**config.mk**
```make
export PLATFORM = sky130hd
export DESIGN_NAME = mult_ctrl_flat
export DESIGN_NICKNAME = d
export VERILOG_FILES = /design/src/rtl/mult_ctrl_if.sv /design/src/rtl/mult_ctrl.sv /design/src/flat_wrapper.sv
export SDC_FILE = /design/constraint.sdc
export NUM_CORES = 1
export LEC_CHECK = 0
export CORE_MARGIN = 4
export CORE_UTILIZATION = 24
export CTS_CLUSTER_SIZE = 28
export DETAILED_ROUTE_END_ITERATION = 8
export SLEW_MARGIN = 30
export SYNTH_ARGS = -nofsm -noshare
export SYNTH_HDL_FRONTEND = slang
export SYNTH_SLANG_ARGS = --single-unit
export TNS_END_PERCENT = 1
```
**constraint.sdc**
```tcl
create_clock -name clk -period 16.7 [get_ports clk]
set_clock_uncertainty 0.2 [all_clocks]
set_input_delay 3.34 -clock clk [delete_from_list [all_inputs] [get_ports clk]]
set_output_delay 3.34 -clock clk [all_outputs]
set_load 0.05 [all_outputs]
```
**src/rtl/mult_ctrl_if.sv**
```systemverilog
// Request/response handshake bundle for mult_ctrl.
// master: the requester that issues multiplies and consumes results.
// slave: the controller (mult_ctrl).
interface mult_ctrl_if #(
    parameter int unsigned TAG_W = 5
);
    logic             req_valid;
    logic             req_ready;
    logic [31:0]      req_a;
    logic [31:0]      req_b;
    logic [1:0]       req_op;
    logic [TAG_W-1:0] req_tag;

    logic             rsp_valid;
    logic             rsp_ready;
    logic [31:0]      rsp_data;
    logic [TAG_W-1:0] rsp_tag;

    modport master (
        output req_valid, req_a, req_b, req_op, req_tag, rsp_ready,
        input  req_ready, rsp_valid, rsp_data, rsp_tag
    );

    modport slave (
        input  req_valid, req_a, req_b, req_op, req_tag, rsp_ready,
        output req_ready, rsp_valid, rsp_data, rsp_tag
    );
endinterface

```
**src/rtl/mult_ctrl.sv**
```systemverilog
// Issue/collect controller around a fixed-latency, non-stallable 32x32 unsigned
// multiplier. Operands are converted to magnitudes on issue, per-op metadata
// rides a shift register alongside the multiplier pipeline, and the product is
// sign-corrected, word-selected and buffered in an in-order response FIFO.
// Credit-based admission keeps issued + in-flight + buffered <= FIFO_DEPTH, so
// the FIFO never overflows.
// Build option: define MULT_CTRL_SIGNED_EN for MULH/MULHSU signed handling;
// without it all high-word ops return the unsigned high word.
module mult_ctrl #(
    parameter int unsigned MUL_LAT    = 14,
    parameter int unsigned FIFO_DEPTH = 4,
    parameter int unsigned TAG_W      = 5
) (
    input  logic        clk,
    input  logic        rst,
    mult_ctrl_if.slave  bus,
    output logic [31:0] mul_a,
    output logic [31:0] mul_b,
    input  logic [63:0] mul_p,
    output logic        busy
);
    localparam int unsigned PTR_W = $clog2(FIFO_DEPTH);
    localparam int unsigned CNT_W = $clog2(FIFO_DEPTH + 1);
    localparam logic [CNT_W-1:0] DEPTH_C = CNT_W'(FIFO_DEPTH);

    typedef struct packed {
        logic             v;
`ifdef MULT_CTRL_SIGNED_EN
        logic             neg;
`endif
        logic             hi;
        logic [TAG_W-1:0] tag;
    } meta_t;

    typedef struct packed {
        logic [31:0]      word;
        logic [TAG_W-1:0] tag;
    } rsp_t;

    logic        accept;
    logic        pop;
    logic        empty;
    logic        fifo_wr;
    logic [31:0] ma;
    logic [31:0] mb;
`ifdef MULT_CTRL_SIGNED_EN
    logic        sa;
    logic        sb;
    logic        a_neg;
    logic        b_neg;
`endif
    meta_t       tail;
    logic [63:0] full;
    logic [31:0] word;

    meta_t             iss_q, iss_d;
    logic [31:0]       mul_a_q, mul_a_d;
    logic [31:0]       mul_b_q, mul_b_d;
    meta_t             meta_q [MUL_LAT];
    meta_t             meta_d [MUL_LAT];
    rsp_t              mem_q [FIFO_DEPTH];
    rsp_t              mem_d [FIFO_DEPTH];
    logic [PTR_W-1:0]  wr_ptr_q, wr_ptr_d;
    logic [PTR_W-1:0]  rd_ptr_q, rd_ptr_d;
    logic [CNT_W-1:0]  cnt_q, cnt_d;
    logic [CNT_W-1:0]  cred_q, cred_d;

    // Admission depends only on registered credits.
    assign bus.req_ready = (cred_q != '0);
    assign accept        = bus.req_valid & bus.req_ready;

    // Sign decode and conversion of operands to unsigned magnitudes.
    always_comb begin
`ifdef MULT_CTRL_SIGNED_EN
        sa    = (bus.req_op == 2'b01) | (bus.req_op == 2'b10);
        sb    = (bus.req_op == 2'b01);
        a_neg = sa & bus.req_a[31];
        b_neg = sb & bus.req_b[31];
        // 0x80000000 negates to itself, which is its correct unsigned magnitude.
        ma    = a_neg ? (32'd0 - bus.req_a) : bus.req_a;
        mb    = b_neg ? (32'd0 - bus.req_b) : bus.req_b;
`else
        ma    = bus.req_a;
        mb    = bus.req_b;
`endif
    end

    // Issue register: loaded on accept, valid bit drops otherwise.
    always_comb begin
        iss_d   = iss_q;
        iss_d.v = 1'b0;
        mul_a_d = mul_a_q;
        mul_b_d = mul_b_q;
        if (accept) begin
            iss_d.v   = 1'b1;
            iss_d.hi  = (bus.req_op != 2'b00);
            iss_d.tag = bus.req_tag;
`ifdef MULT_CTRL_SIGNED_EN
            iss_d.neg = a_neg ^ b_neg;
`endif
            mul_a_d   = ma;
            mul_b_d   = mb;
        end
    end

    // Metadata shift register; shifts every cycle in lockstep with the multiplier.
    always_comb begin
        meta_d[0] = iss_q;
        for (int i = 1; i < int'(MUL_LAT); i++) begin
            meta_d[i] = meta_q[i-1];
        end
    end

    // Tail: sign-correct the product and select the result word.
    always_comb begin
        tail = meta_q[MUL_LAT-1];
`ifdef MULT_CTRL_SIGNED_EN
        full = tail.neg ? (64'd0 - mul_p) : mul_p;
`else
        full = mul_p;
`endif
        word    = tail.hi ? full[63:32] : full[31:0];
        fifo_wr = tail.v;
    end

    // Response FIFO and credit counter next state.
    always_comb begin
        empty    = (cnt_q == '0);
        pop      = !empty & bus.rsp_ready;
        mem_d    = mem_q;
        wr_ptr_d = wr_ptr_q;
        rd_ptr_d = rd_ptr_q;
        if (fifo_wr) begin
            mem_d[wr_ptr_q] = '{word: word, tag: tail.tag};
            wr_ptr_d        = wr_ptr_q + PTR_W'(1);
        end
        if (pop) begin
            rd_ptr_d = rd_ptr_q + PTR_W'(1);
        end
        case ({fifo_wr, pop})
            2'b10:   cnt_d = cnt_q + CNT_W'(1);
            2'b01:   cnt_d = cnt_q - CNT_W'(1);
            default: cnt_d = cnt_q;
        endcase
        case ({accept, pop})
            2'b10:   cred_d = cred_q - CNT_W'(1);
            2'b01:   cred_d = cred_q + CNT_W'(1);
            default: cred_d = cred_q;
        endcase
    end

    // Busy whenever anything is issued, in flight or buffered.
    always_comb begin
        busy = iss_q.v | !empty;
        for (int i = 0; i < int'(MUL_LAT); i++) begin
            busy = busy | meta_q[i].v;
        end
    end

    assign mul_a         = mul_a_q;
    assign mul_b         = mul_b_q;
    assign bus.rsp_valid = !empty;
    assign bus.rsp_data  = empty ? 32'd0 : mem_q[rd_ptr_q].word;
    assign bus.rsp_tag   = empty ? '0 : mem_q[rd_ptr_q].tag;

    // State registers; reset discards everything in flight.
    always_ff @(posedge clk or posedge rst) begin
        if (rst) begin
            iss_q    <= '0;
            mul_a_q  <= '0;
            mul_b_q  <= '0;
            for (int i = 0; i < int'(MUL_LAT); i++) begin
                meta_q[i] <= '0;
            end
            for (int i = 0; i < int'(FIFO_DEPTH); i++) begin
                mem_q[i] <= '0;
            end
            wr_ptr_q <= '0;
            rd_ptr_q <= '0;
            cnt_q    <= '0;
            cred_q   <= DEPTH_C;
        end else begin
            iss_q    <= iss_d;
            mul_a_q  <= mul_a_d;
            mul_b_q  <= mul_b_d;
            meta_q   <= meta_d;
            mem_q    <= mem_d;
            wr_ptr_q <= wr_ptr_d;
            rd_ptr_q <= rd_ptr_d;
            cnt_q    <= cnt_d;
            cred_q   <= cred_d;
        end
    end
endmodule

```
**src/flat_wrapper.sv**
```systemverilog
// flat-port wrapper written by rule: the top's interface ports become plain ports
module mult_ctrl_flat 
#(
    parameter int unsigned MUL_LAT    = 14,
    parameter int unsigned FIFO_DEPTH = 4,
    parameter int unsigned TAG_W      = 5
)
  (clk, rst, mul_a, mul_b, mul_p, busy, bus_req_valid, bus_req_a, bus_req_b, bus_req_op, bus_req_tag, bus_rsp_ready, bus_req_ready, bus_rsp_valid, bus_rsp_data, bus_rsp_tag);
  mult_ctrl_if #(.TAG_W(TAG_W)) bus_i ();
  input  logic clk;
  input  logic rst;
  output logic [31:0] mul_a;
  output logic [31:0] mul_b;
  input  logic [63:0] mul_p;
  output logic busy;
  input wire logic [$bits(bus_i.req_valid)-1:0] bus_req_valid;
  input wire logic [$bits(bus_i.req_a)-1:0] bus_req_a;
  input wire logic [$bits(bus_i.req_b)-1:0] bus_req_b;
  input wire logic [$bits(bus_i.req_op)-1:0] bus_req_op;
  input wire logic [$bits(bus_i.req_tag)-1:0] bus_req_tag;
  input wire logic [$bits(bus_i.rsp_ready)-1:0] bus_rsp_ready;
  output wire logic [$bits(bus_i.req_ready)-1:0] bus_req_ready;
  output wire logic [$bits(bus_i.rsp_valid)-1:0] bus_rsp_valid;
  output wire logic [$bits(bus_i.rsp_data)-1:0] bus_rsp_data;
  output wire logic [$bits(bus_i.rsp_tag)-1:0] bus_rsp_tag;
  assign bus_i.req_valid = bus_req_valid;
  assign bus_i.req_a = bus_req_a;
  assign bus_i.req_b = bus_req_b;
  assign bus_i.req_op = bus_req_op;
  assign bus_i.req_tag = bus_req_tag;
  assign bus_i.rsp_ready = bus_rsp_ready;
  assign bus_req_ready = bus_i.req_ready;
  assign bus_rsp_valid = bus_i.rsp_valid;
  assign bus_rsp_data = bus_i.rsp_data;
  assign bus_rsp_tag = bus_i.rsp_tag;
  mult_ctrl #(.MUL_LAT(MUL_LAT), .FIFO_DEPTH(FIFO_DEPTH), .TAG_W(TAG_W)) u_core (.clk(clk), .rst(rst), .bus(bus_i), .mul_a(mul_a), .mul_b(mul_b), .mul_p(mul_p), .busy(busy));
endmodule
```
==> run metrics <==
status finished clean; power per cell area between 200 and 250 mW/mm²; Placement Rows 83; critical path class flip-flop to output pin; routed len/inst approximately 16 µm; gpl congestion 0.711; I/O Pins 243; Final nets 1265; final wirelength roughly 29000 µm; CTS Buffer Depth 3; CP Launch Point u_core.rd_ptr_q[0]; worst path required time between 10 and 15 ns; via/cell ratio around 4.2; fin. max-slew vios 0; Synth Register Bits around 330; clock latency on the worst-skew pair ~0.56 ns; Hold/Removal Path Class flip-flop to flip-flop; post-synthesis cell type with the largest combined area dfrtp_1; post-synthesis area per instance 14.2 µm²; worst-path cell with the longest stage delay clkdlybuf4s50_1; ranking of synthesized cells by area dfrtp_1 65%, mux4_2 6.7%, mux2_2 5.3%; Port Buffers between 200 and 250; worst-margin pin slew a little under 0.9 ns; Worst Path Arrival 3.24 ns; vias roughly 7.6k; DR iter-0 viols ~380; first-pass GRT wire length about 47000 µm; Final Hold Fails 0; crit path cell chain buf_4 -> mux4_2 -> and2_1 -> clkdlybuf4s50_1; postcts setup bufs 0; Period minus WS final between 6 and 7 ns; static leakage 0.00695 µW; RSZ-0062 raised after global routing false; share of the synthesized area in the top cell type 0.652; # fillers 5070; largest net degree at the start of global routing roughly 100; CP Capture Type output pin; YS warnings 0; hpwl dp between 15000 and 20000 µm; Max-Cap Viols 0; Total Power roughly 3800 µW; Worst slew margin 0.414; Core Region around 0.051 mm²; post-cts resize count 0; number of CTS-inserted buffers 39; root buffer cell clkbuf_16; Die ar. 0.0558 mm²; # DRC 0; fmax roughly 150 MHz; worst-path maximum fanout 29; sequential area share after synthesis 0.654; Top Usage Layer GRT met2; Mapped Cells a little under 900; fin crit share 0.406; Area Growth Syn to Fin 35.8%; Die W 236 µm; met3 Usage GRT 0.0475; # diodes 0; critical path's largest stage delay slightly above 0.7 ns; initial antenna violation count 0; GRT Util Overall 0.103; Cell Area, Synth roughly 0.013 mm²; met1 Use GR 0.136; Fin Setup TNS 0 ns; VDD IR max around 0.11 mV; Die Ht ~240 µm; clock slew at reported path FFs ~0.060 ns; Net Count, Synth 1030; commonest cells after routing, fill and taps aside 323 x dfrtp_1, 242 x clkdlybuf4s50_1, 131 x nor2_1; TritonCTS clock tree yes; hold wc startpoint u_core.meta_d[12]; share of layout cells above drive strength 1 0.182; # setup viols final 0; CTS H-tree depth 2; vias in the first global route approximately 8.4k; post-synth cell types 28; CP Launch Type flip-flop; grt total ovfl 0; Starting Density 0.243; Post-CTS Hold Fix Bufs 0; commonest non-fill, non-tap cell in the layout dfrtp_1; post-route ant nets 0; GR Layer Usage met2 0.153; R2R Path Start u_core.cnt_q[2]; clock sink count ~330; drt pass-1 iters 6
## synth_stat cells
cell / number
dfstp_2: 1
nand4b_1: 1
or3_2: 1
mux2_1: 1
buf_2: 26
dfrtp_1: 326
clkbuf_1: 17
mux2i_1: 33
or4_1: 1
buf_6: 7
xor2_1: 6
mux2_2: 59
ha_1: 6
xnor2_1: 3
buf_4: 6
a21oi_1: 128
mux4_2: 37
and2_1: 42
o31ai_4: 1
inv_1: 9
nor2_1: 131
nor4_1: 3
fa_1: 2
nand2_1: 2
or3_1: 1
o21ai_0: 2
nand3_1: 1
mux2_4: 30
## state kept, by name, summed over array words and instances, names as in the netlist
signal,count
u_core.mem_q,148
u_core.meta_d,91
u_core.wr_ptr_q,2
u_core.cnt_q,3
u_core.mul_b,32
u_core.iss_q,7
u_core.fifo_wr,1
u_core.cred_q,3
u_core.meta_q,6
u_core.rd_ptr_q,2
u_core.mul_a,32
## worst paths after layout
path	to	slack [ns]	cells past startpoint
setup / recovery	bus_rsp_data[26]	9.92	4
hold / removal	u_core.meta_d[5]	0.14	0
setup reg to reg	u_core.cred_q[1]	13.75	6
hold reg to reg	u_core.meta_d[5]	0.14	0
max in group asynchronous	u_core.mem_q[129]	11.97	3
min in group asynchronous	u_core.mul_a[7]	3.11	2
## power by group
part	leakage [µW]	internal (µW)	total (µW)	switching, µW
sequential	0.00369	1100	1270	168
combinational	0.00258	657	1600	946
clock	0.000685	580	923	343
total	0.00695	2340	3800	1460
## worst max-delay path, delay by kind of cell (launching register included)
family / cells / cell delay [ns]
buf+inv: 2 / 1.27
flops: 1 / 0.63
mux: 1 / 0.56
simple gates: 1 / 0.20
## stage by stage
stage	utilization	cell area (µm²)	hold slack, ns	worst slack, ns	instances
2_1_floorplan	-	12500	0.131	4.11	883
3_3_place_gp	0.302	15500	0.131	10.41	1756
3_5_place_dp	0.302	15500	0.135	10.40	1756
4_1_cts	0.330	16900	0.143	9.77	1825
5_1_grt	0.330	17000	0.136	9.67	1826
6_report	0.330	17000	0.136	9.92	1826
## final cells by class
type / instances / area [µm²] / area share
tap: 680 / 851 / 0.0501
clock buffer: 51 / 1070 / 0.0630
inverter: 9 / 41.3 / 0.00243
sequential: 327 / 8190 / 0.482
clock inverter: 18 / 340 / 0.0200
multi-input combinational: 491 / 3980 / 0.234
timing repair buffer: 250 / 2510 / 0.148
## routing by layer
metal  vias to the layer above  share of wire
met2                       242           0.44
met3                        54          0.098
met4                         0          0.027
met5                         -              0
li1                       3495              -
met1                      3845           0.44
## cells by family (layout without fill, tap and decap cells)
family	after synthesis	in the layout	synth area share
xor gates and xnor gates	9	9	0.00630
muxes	160	160	0.183
and+or+nand+nor	183	183	0.0652
AOI/OAI and AO/OA	131	131	0.0537
buffers and inverters	65	328	0.0281
adders and majority gates	8	8	0.00920
DFF	327	327	0.654
Power figures use the tool's default switching activity.
